`src/rtl/board_link_scheduler.sv`:
```
// Round-robin scheduler sharing one board link among NUM_REQ requesters, one burst per grant.
// Optional watchdog release of a stalled burst under BOARD_LINK_SCHED_TIMEOUT_EN.
module board_link_scheduler #(
    parameter int NUM_REQ   = 8,
    parameter int BURST_LEN = 16,
    parameter int CNT_W     = 5,
    parameter int TIMEOUT   = 64
) (
    input  logic               clk,
    input  logic               rst,
    input  logic [NUM_REQ-1:0] req,
    input  logic               beat_valid,
    input  logic               beat_last,
    output logic [NUM_REQ-1:0] grant,
    output logic [3:0]         grant_id,
    output logic               beat_ready,
    output logic               busy,
    output logic [CNT_W-1:0]   beat_cnt,
    output logic               timeout_flag
);

    localparam logic [3:0] NO_ID = 4'd8;

    typedef enum logic [1:0] {IDLE, ARB, XFER, GAP} state_t;

    state_t             state_q, state_d;
    logic [NUM_REQ-1:0] grant_q, grant_d;
    logic [3:0]         grant_id_q, grant_id_d;
    logic               beat_ready_q, beat_ready_d;
    logic               busy_q, busy_d;
    logic [CNT_W-1:0]   beat_cnt_q, beat_cnt_d;
    logic [2:0]         last_id_q, last_id_d;

    logic               win_found;
    logic [2:0]         win_id;
    logic [2:0]         scan_idx;
    logic               accept;
    logic               burst_end;
    logic               wd_expire;

`ifdef BOARD_LINK_SCHED_TIMEOUT_EN
    localparam int WD_W = $clog2(TIMEOUT + 1);
    logic [WD_W-1:0] wd_q, wd_d;
    logic            timeout_q, timeout_d;
`endif

    // Scan starts one past the previous winner; 3-bit addition wraps modulo 8.
    always_comb begin
        win_found = 1'b0;
        win_id    = 3'd0;
        scan_idx  = 3'd0;
        for (int k = 1; k <= NUM_REQ; k++) begin
            scan_idx = last_id_q + 3'(k);
            if (!win_found && req[scan_idx]) begin
                win_found = 1'b1;
                win_id    = scan_idx;
            end
        end
    end

    assign accept    = beat_valid & beat_ready_q;
    assign burst_end = accept & (beat_last | (beat_cnt_q == CNT_W'(BURST_LEN - 1)));

`ifdef BOARD_LINK_SCHED_TIMEOUT_EN
    assign wd_expire = (state_q == XFER) && !accept && (wd_q == WD_W'(TIMEOUT - 1));
`else
    assign wd_expire = 1'b0;
`endif

    always_comb begin
        state_d      = state_q;
        grant_d      = grant_q;
        grant_id_d   = grant_id_q;
        beat_ready_d = beat_ready_q;
        beat_cnt_d   = beat_cnt_q;
        last_id_d    = last_id_q;
`ifdef BOARD_LINK_SCHED_TIMEOUT_EN
        wd_d         = wd_q;
        timeout_d    = 1'b0;
`endif
        case (state_q)
            IDLE: begin
                if (|req) state_d = ARB;
            end
            ARB: begin
                if (win_found) begin
                    grant_d         = '0;
                    grant_d[win_id] = 1'b1;
                    grant_id_d      = {1'b0, win_id};
                    beat_cnt_d      = '0;
                    beat_ready_d    = 1'b1;
                    state_d         = XFER;
`ifdef BOARD_LINK_SCHED_TIMEOUT_EN
                    wd_d            = '0;
`endif
                end else begin
                    state_d = IDLE;
                end
            end
            XFER: begin
                if (accept) beat_cnt_d = beat_cnt_q + 1'b1;
`ifdef BOARD_LINK_SCHED_TIMEOUT_EN
                wd_d = accept ? '0 : wd_q + 1'b1;
`endif
                if (burst_end || wd_expire) begin
                    last_id_d    = grant_id_q[2:0];
                    grant_d      = '0;
                    grant_id_d   = NO_ID;
                    beat_ready_d = 1'b0;
                    state_d      = GAP;
`ifdef BOARD_LINK_SCHED_TIMEOUT_EN
                    timeout_d    = wd_expire;
`endif
                end
            end
            GAP: begin
                state_d = (|req) ? ARB : IDLE;
            end
            default: state_d = IDLE;
        endcase
        busy_d = (state_d != IDLE);
    end

    always_ff @(posedge clk or posedge rst) begin
        if (rst) begin
            state_q      <= IDLE;
            grant_q      <= '0;
            grant_id_q   <= NO_ID;
            beat_ready_q <= 1'b0;
            busy_q       <= 1'b0;
            beat_cnt_q   <= '0;
            last_id_q    <= 3'(NUM_REQ - 1);
`ifdef BOARD_LINK_SCHED_TIMEOUT_EN
            wd_q         <= '0;
            timeout_q    <= 1'b0;
`endif
        end else begin
            state_q      <= state_d;
            grant_q      <= grant_d;
            grant_id_q   <= grant_id_d;
            beat_ready_q <= beat_ready_d;
            busy_q       <= busy_d;
            beat_cnt_q   <= beat_cnt_d;
            last_id_q    <= last_id_d;
`ifdef BOARD_LINK_SCHED_TIMEOUT_EN
            wd_q         <= wd_d;
            timeout_q    <= timeout_d;
`endif
        end
    end

    assign grant      = grant_q;
    assign grant_id   = grant_id_q;
    assign beat_ready = beat_ready_q;
    assign busy       = busy_q;
    assign beat_cnt   = beat_cnt_q;
`ifdef BOARD_LINK_SCHED_TIMEOUT_EN
    assign timeout_flag = timeout_q;
`else
    assign timeout_flag = 1'b0;
`endif

endmodule

```
`config.mk`:
```
export PLATFORM = sky130hd
export DESIGN_NAME = board_link_scheduler
export DESIGN_NICKNAME = d
export VERILOG_FILES = /design/src/rtl/board_link_scheduler.sv
export SDC_FILE = /design/constraint.sdc
export NUM_CORES = 1
export LEC_CHECK = 0
export CORE_ASPECT_RATIO = 1.75
export CORE_MARGIN = 2
export CORE_UTILIZATION = 55
export DETAILED_ROUTE_END_ITERATION = 10
export GPL_TIMING_DRIVEN = 0
export PLACE_DENSITY = 0.92
export SYNTH_ARGS = -nofsm -noshare
export SYNTH_HDL_FRONTEND = slang
export SYNTH_SLANG_ARGS = --single-unit
```
`constraint.sdc`:
```
create_clock -name clk -period 9.71 [get_ports clk]
set_clock_uncertainty 0.1 [all_clocks]
set_input_delay 1.942 -clock clk [delete_from_list [all_inputs] [get_ports clk]]
set_output_delay 1.942 -clock clk [all_outputs]
set_load 0.05 [all_outputs]
```
Word-level counts from Yosys, hierarchy flattened
Cells that the tools add are included.
{"block": "classes", "reduce_logical": 22, "add_sub_neg": 8, "magnitude_cmp": 10, "muxes": 51, "n_bitwise": 3, "eq_ne": 7}
{"operator": "< comparator 3 x 4 -> 1 bit (second input constant)", "n": 9}
{"operator": "binary-select mux 1 bit (select 3 bit)", "n": 8}
{"operator": "two-way mux 3 bit", "n": 8}
{"operator": "two-way mux 1 bit", "n": 20}
{"operator": "two-way mux 8 bit", "n": 2}
{"operator": "one-hot mux 8 bit (2 select lines)", "n": 1}
{"operator": "adder 3 bit (second input constant)", "n": 4}
{"operator": "two-way mux 5 bit", "n": 2}
{"operator": "one-hot mux 5 bit (2 select lines)", "n": 1}
{"operator": "logical AND 1 bit", "n": 8}
{"operator": "two-way mux 4 bit", "n": 2}
{"operator": "one-hot mux 2 bit (4 select lines)", "n": 1}
{"operator": "one-hot mux 4 bit (2 select lines)", "n": 1}
{"operator": "OR reduction 8 bit", "n": 1}
{"operator": "zero test 1 bit", "n": 7}
{"operator": "adder 3 x 2 -> 3 bit (second input constant)", "n": 2}
{"operator": "two-way mux 2 bit", "n": 3}
{"operator": "!= test 2 bit (second input constant)", "n": 3}
{"operator": "AND reduction 3 bit", "n": 2}
{"operator": "adder 5 x 1 -> 5 bit (second input constant)", "n": 1}
{"operator": "== test 5 x 4 -> 1 bit (second input constant)", "n": 1}
{"operator": "== test 2 bit (second input constant)", "n": 2}
{"operator": "nonzero test 2 bit", "n": 2}
{"operator": "adder 3 x 1 -> 3 bit (second input constant)", "n": 1}
{"operator": "8 further kinds", "n": 9}
{"block": "word_totals", "ff_bits": 24}

Depth between registers and ports, before layout
{"block": "depth", "depth_word": 31, "ltp_mapped": 13, "ltp_nobuf": 9}

Worst setup path before layout
OpenSTA, ideal clock, no wires.
{"block": "synth_path", "path_type": "in2reg", "from": "in req[1]", "to": "reg grant_q[1], in the netlist grant[1]", "path_buffers": 1, "t_arrival_ps": 3711, "setup_ps": 122, "slack_ps": 5777, "cell_stages": 8, "path_cell_list": "mux4_2 -> mux2i_2 -> nand3_1 -> nor3b_2 -> a21o_1 -> buf_2 -> nor3_2 -> a32o_1"}
{"block": "synth_via", "elab_chain_cells": 30, "word_cells_on_any_way": 55, "classes_between": "order compare (2); eq/ne (1); mux (36); reduce/logical (16)"}
{"element": "from (decl)", "line": "11", "rtl": "input logic [NUM_REQ-1:0] req,"}
{"element": "binary-select mux 1 bit (select 3 bit)", "line": "54", "rtl": "if (!win_found && req[scan_idx]) begin"}
{"element": "two-way mux 1 bit (not written as such)", "line": "54"}
{"element": "two-way mux 1 bit", "line": "54"}
{"element": "zero test 1 bit", "line": "54"}
{"element": "logical AND 1 bit", "line": "54"}
{"element": "two-way mux 1 bit", "line": "54"}
{"element": "zero test 1 bit", "line": "54"}
{"element": "logical AND 1 bit", "line": "54"}
{"element": "[14 not listed]"}
{"element": "logical AND 1 bit", "line": "54"}
{"element": "two-way mux 3 bit", "line": "54"}
{"element": "< comparator 3 x 4 -> 1 bit (not written as such) / >= comparator 3 x 1 -> 1 bit (equally long branches)", "line": "88", "rtl": "grant_d[win_id] = 1'b1;"}
{"element": "logical AND 1 bit (not written as such)", "line": "88"}
{"element": "two-way mux 1 bit (not written as such)", "line": "88"}
{"element": "demux 1 bit (select 3 bit)", "line": "88"}
{"element": "two-way mux 8 bit", "line": "86", "rtl": "if (win_found) begin"}
{"element": "one-hot mux 8 bit (2 select lines)", "line": "81", "rtl": "case (state_q)"}
{"element": "to (signal assigned)", "line": "139", "rtl": "grant_q <= grant_d;"}
{"element": "to (decl)", "line": "27", "rtl": "logic [NUM_REQ-1:0] grant_q, grant_d;"}
Parallel ways exist; a longest one is shown, timed or not. The select of a mux whose other input is x is not followed.
A chain may end at the register's enable or synchronous reset.

Worst setup path after layout
{"block": "layout_path", "from": "in req[5]", "to": "reg grant_id_q[0], in the netlist grant_id[0]"}
{"block": "layout_via", "elab_chain_cells": 26, "word_cells_on_any_way": 50, "classes_between": "eq/ne (1); mux (34); reduce/logical (15)"}
{"element": "binary-select mux 1 bit (select 3 bit)", "line": "54"}
{"element": "two-way mux 1 bit (not written as such)", "line": "54"}
{"element": "two-way mux 1 bit", "line": "54"}
{"element": "zero test 1 bit", "line": "54"}
{"element": "logical AND 1 bit", "line": "54"}
{"element": "two-way mux 1 bit", "line": "54"}
{"element": "zero test 1 bit", "line": "54"}
{"element": "logical AND 1 bit", "line": "54"}
{"element": "[10 not listed]"}
{"element": "zero test 1 bit", "line": "54"}
{"element": "logical AND 1 bit", "line": "54"}
{"element": "two-way mux 1 bit", "line": "54"}
{"element": "zero test 1 bit", "line": "54"}
{"element": "logical AND 1 bit", "line": "54"}
{"element": "two-way mux 3 bit / two-way mux 1 bit (equally long branches)", "line": "54"}
{"element": "two-way mux 4 bit / != test 2 bit (equally long branches)"}
{"element": "one-hot mux 4 bit (2 select lines) / AND reduction 3 bit (equally long branches)"}
{"element": "to (signal assigned)", "line": "140", "rtl": "grant_id_q <= grant_id_d;"}
{"element": "to (decl)", "line": "28", "rtl": "logic [3:0] grant_id_q, grant_id_d;"}
Parallel ways exist; a longest one is shown, timed or not. The select of a mux whose other input is x is not followed.

==> metrics <==
RSZ-0062 raised after global routing false; Root Driver clkbuf_8; mean post-synth cell area 9.82 µm²; vias after detailed routing 1861; Seq/Total Area, Yosys 0.294; crit path max fanout 9; layout cells sized above 1 0.164; WL final 5620 µm; cts repair resizes 0; top cells by area, synth dfrtp_1 24%, mux4_2 12%, mux2i_1 8.7%, dfstp_2 5.1%, nand2_1 3.3%; Remaining Overflow, GRT 0; Num CTS Buffers 3; DRC viols 0; pin count of the biggest net entering global routing 25; Initial DRC Count 80; Final Hold Fails 0; DR WL/cell 19.4 µm; vias in the first global route ~2000; CP Data Arrival Time roughly 4.8 ns; min-delay worst type reg2reg; max_cap viols 0; Yosys top cell area share 0.243; min cycle time layout roughly 4.7 ns; Crit path largest cell delay 0.59 ns; R2R cell count 12; DIE AREA 0.00428 mm²; I/O pins 32; Syn-to-layout area delta 20.8%; DRT Pass-1 Iters 4; Slew @ Worst Pin around 0.89 ns; Worst path slowest cell mux4_2; Startpoint Class input pin; IO Port Bufs 30; worst skew pair latency 0.27 ns; Critical R2R Launch last_id_q[1]$_DFFE_PP1P_; Reg2Reg Setup Slack between 5 and 6 ns; Final ANT Viol Nets 0; Nets 261; Post-synth EDFFs 0; largest area contributor in the netlist dfrtp_1; setup TNS 0 ns; net count after synthesis 226; post-CTS setup buffer count 0; Initial Util 0.569; placed inst area 0.00242 mm²; CP startpoint req[5]; Clock Path Buffers 2; top_reg_cell synth dfrtp_1; Slew headroom 0.404; Syn. warnings 0; std cell rows 29; instance count on the critical path 8; CTS Hold Bufs 0; clk slew on worst S/H paths 0.08 ns; Tcrit/Tclk final 0.481; Worst Path Required between 9 and 10 ns; Unique masters post-synth 50; initial antenna violation count 0; hold path startpoint grant[5]$_DFFE_PP0P_; setup violators final 0; first-pass GRT wire length about 9300 µm; Total GRT Usage 0.288; Netlist Area Pre-Place about 0.0021 mm²; Synth Instances 210; Final Max Slew Viols 0; #FFs+latches synth 24; Placeable Area 0.00363 mm²; Worst Path Buf+Inv 1; Design Area, Final 0.00249 mm²; crit-path cells clkdlybuf4s50_1 > mux4_2 > mux2i_2 > nand3_1 > nor3b_2 > a21oi_1 > nor2_1 > a21o_1; Die H 85.0 µm; Sink Count 24; status complete, no violations; CP top delay family simple AND/OR/NAND/NOR gates; post-DP HPWL 4210 µm; Min-Delay Path Depth 1; Vias/cell 6.42; element type at the critical path end flip-flop; CTS tree built; Peak Freq 214 MHz; ant diodes 0; Clock H-tree levels 1; Die X 50.3 µm; gpl congestion approximately 0.94; Worst Path Class, Setup in2reg; fraction of registers with async set/reset 1.00
-- path summary, 6_finish.rpt --
kind                                            to
max in group asynchronous   beat_ready$_DFFE_PP0P_
setup reg to reg           grant_id[0]$_DFFE_PP0P_
setup / recovery           grant_id[0]$_DFFE_PP0P_
min in group asynchronous     grant[5]$_DFFE_PP0P_
hold reg to reg               grant[5]$_DFFE_PP0P_
hold / removal                grant[5]$_DFFE_PP0P_
-- Yosys cell counts (4+ instances only) --
| cell type | count |
|---|---|
| nand2_1 | 18 |
| dfstp_2 | 4 |
| and3_1 | 5 |
| and2_1 | 4 |
| nor2_1 | 18 |
| o32ai_1 | 5 |
| buf_2 | 4 |
| dfrtp_1 | 20 |
| mux4_2 | 11 |
| a21oi_1 | 4 |
| ha_1 | 4 |
| a32o_1 | 4 |
| inv_1 | 12 |
| o21ai_1 | 4 |
| a211oi_1 | 5 |
| a21o_1 | 4 |
| o21ai_0 | 7 |
| mux2i_1 | 18 |
| nand3_1 | 10 |
-- final cells by class --
class | count | area [µm²]
clock inverters | 1 | 30.0
flip-flops and latches | 24 | 606
inverters | 14 | 52.6
repair buffers | 30 | 300
well taps | 46 | 57.6
fillers | 269 | 1140
multi-input cells | 162 | 1340
plain buffers | 10 | 61.3
clock buffers | 3 | 41.3
-- cell families (layout without fill, tap and decap cells) --
| logic type | Yosys count | after routing | synth area share |
|---|---|---|---|
| AOI/OAI and AO/OA | 50 | 50 | 0.194 |
| xor gates and xnor gates | 6 | 6 | 0.0328 |
| adders and majority gates | 4 | 4 | 0.0243 |
| buffers and inverters | 24 | 58 | 0.0552 |
| DFF | 24 | 24 | 0.294 |
| muxes | 34 | 34 | 0.236 |
| other | 1 | 1 | 0.00182 |
| and+or+nand+nor | 67 | 67 | 0.163 |
-- sequential cells by signal, summed over array words and instances, names as in the netlist --
| name | count |
|---|---|
| grant | 8 |
| grant_id | 4 |
| beat_cnt | 5 |
| state_q | 2 |
| last_id_q | 3 |
| busy | 1 |
| beat_ready | 1 |
-- through the flow --
stage	setup slack [ns]	hold slack, ns	utilization	instances
5_1_grt	4.74	0.426	0.687	290
4_1_cts	5.05	0.408	0.687	290
2_1_floorplan	5.78	0.399	-	210
3_3_place_gp	4.84	0.385	0.667	286
3_5_place_dp	4.82	0.389	0.667	286
6_report	5.04	0.408	0.687	290
-- layout by cell type, fill, tap and decap left out, types with 2 or more instances in the layout --
cell              n
a211oi_1          5
a21o_1            4
a21oi_1           4
a221oi_1          3
a221oi_4          2
a31oi_1           3
a32o_1            4
a41oi_1           2
and2_1            4
and3_1            5
buf_2             4
buf_4             3
clkbuf_1          2
clkbuf_8          3
clkdlybuf4s50_1  30
dfrtp_1          20
dfstp_2           4
ha_1              4
inv_1            12
inv_2             2
mux2_1            2
mux2_2            2
mux2i_1          18
mux4_2           11
nand2_1          18
nand3_1          10
nand4b_1          2
nor2_1           18
nor2b_1           2
nor3_1            3
o21ai_0           7
o21ai_1           4
o32ai_1           5
xor2_1            3
-- metal layers --
metal | global-route usage | part of all wire
met5 | 0 | 0
met4 | 0.248 | 0.073
met3 | 0.0211 | 0.030
met2 | 0.500 | 0.53
met1 | 0.303 | 0.36
-- worst reg2reg max path, delay by kind of cell, from the launching register on --
family	cells	cell delay, ns
AND/OR/NAND/NOR	4	1.05
flip-flops	1	0.54
AO/OA/AOI/OAI	2	0.50
adder cells (fa/ha/maj)	1	0.29
multiplexers	1	0.42
buffers and inverters	4	0.94
Power is left out: the tool's default activity adds up to more than one toggle a clock period on the data nets, which glitch-free logic cannot reach.
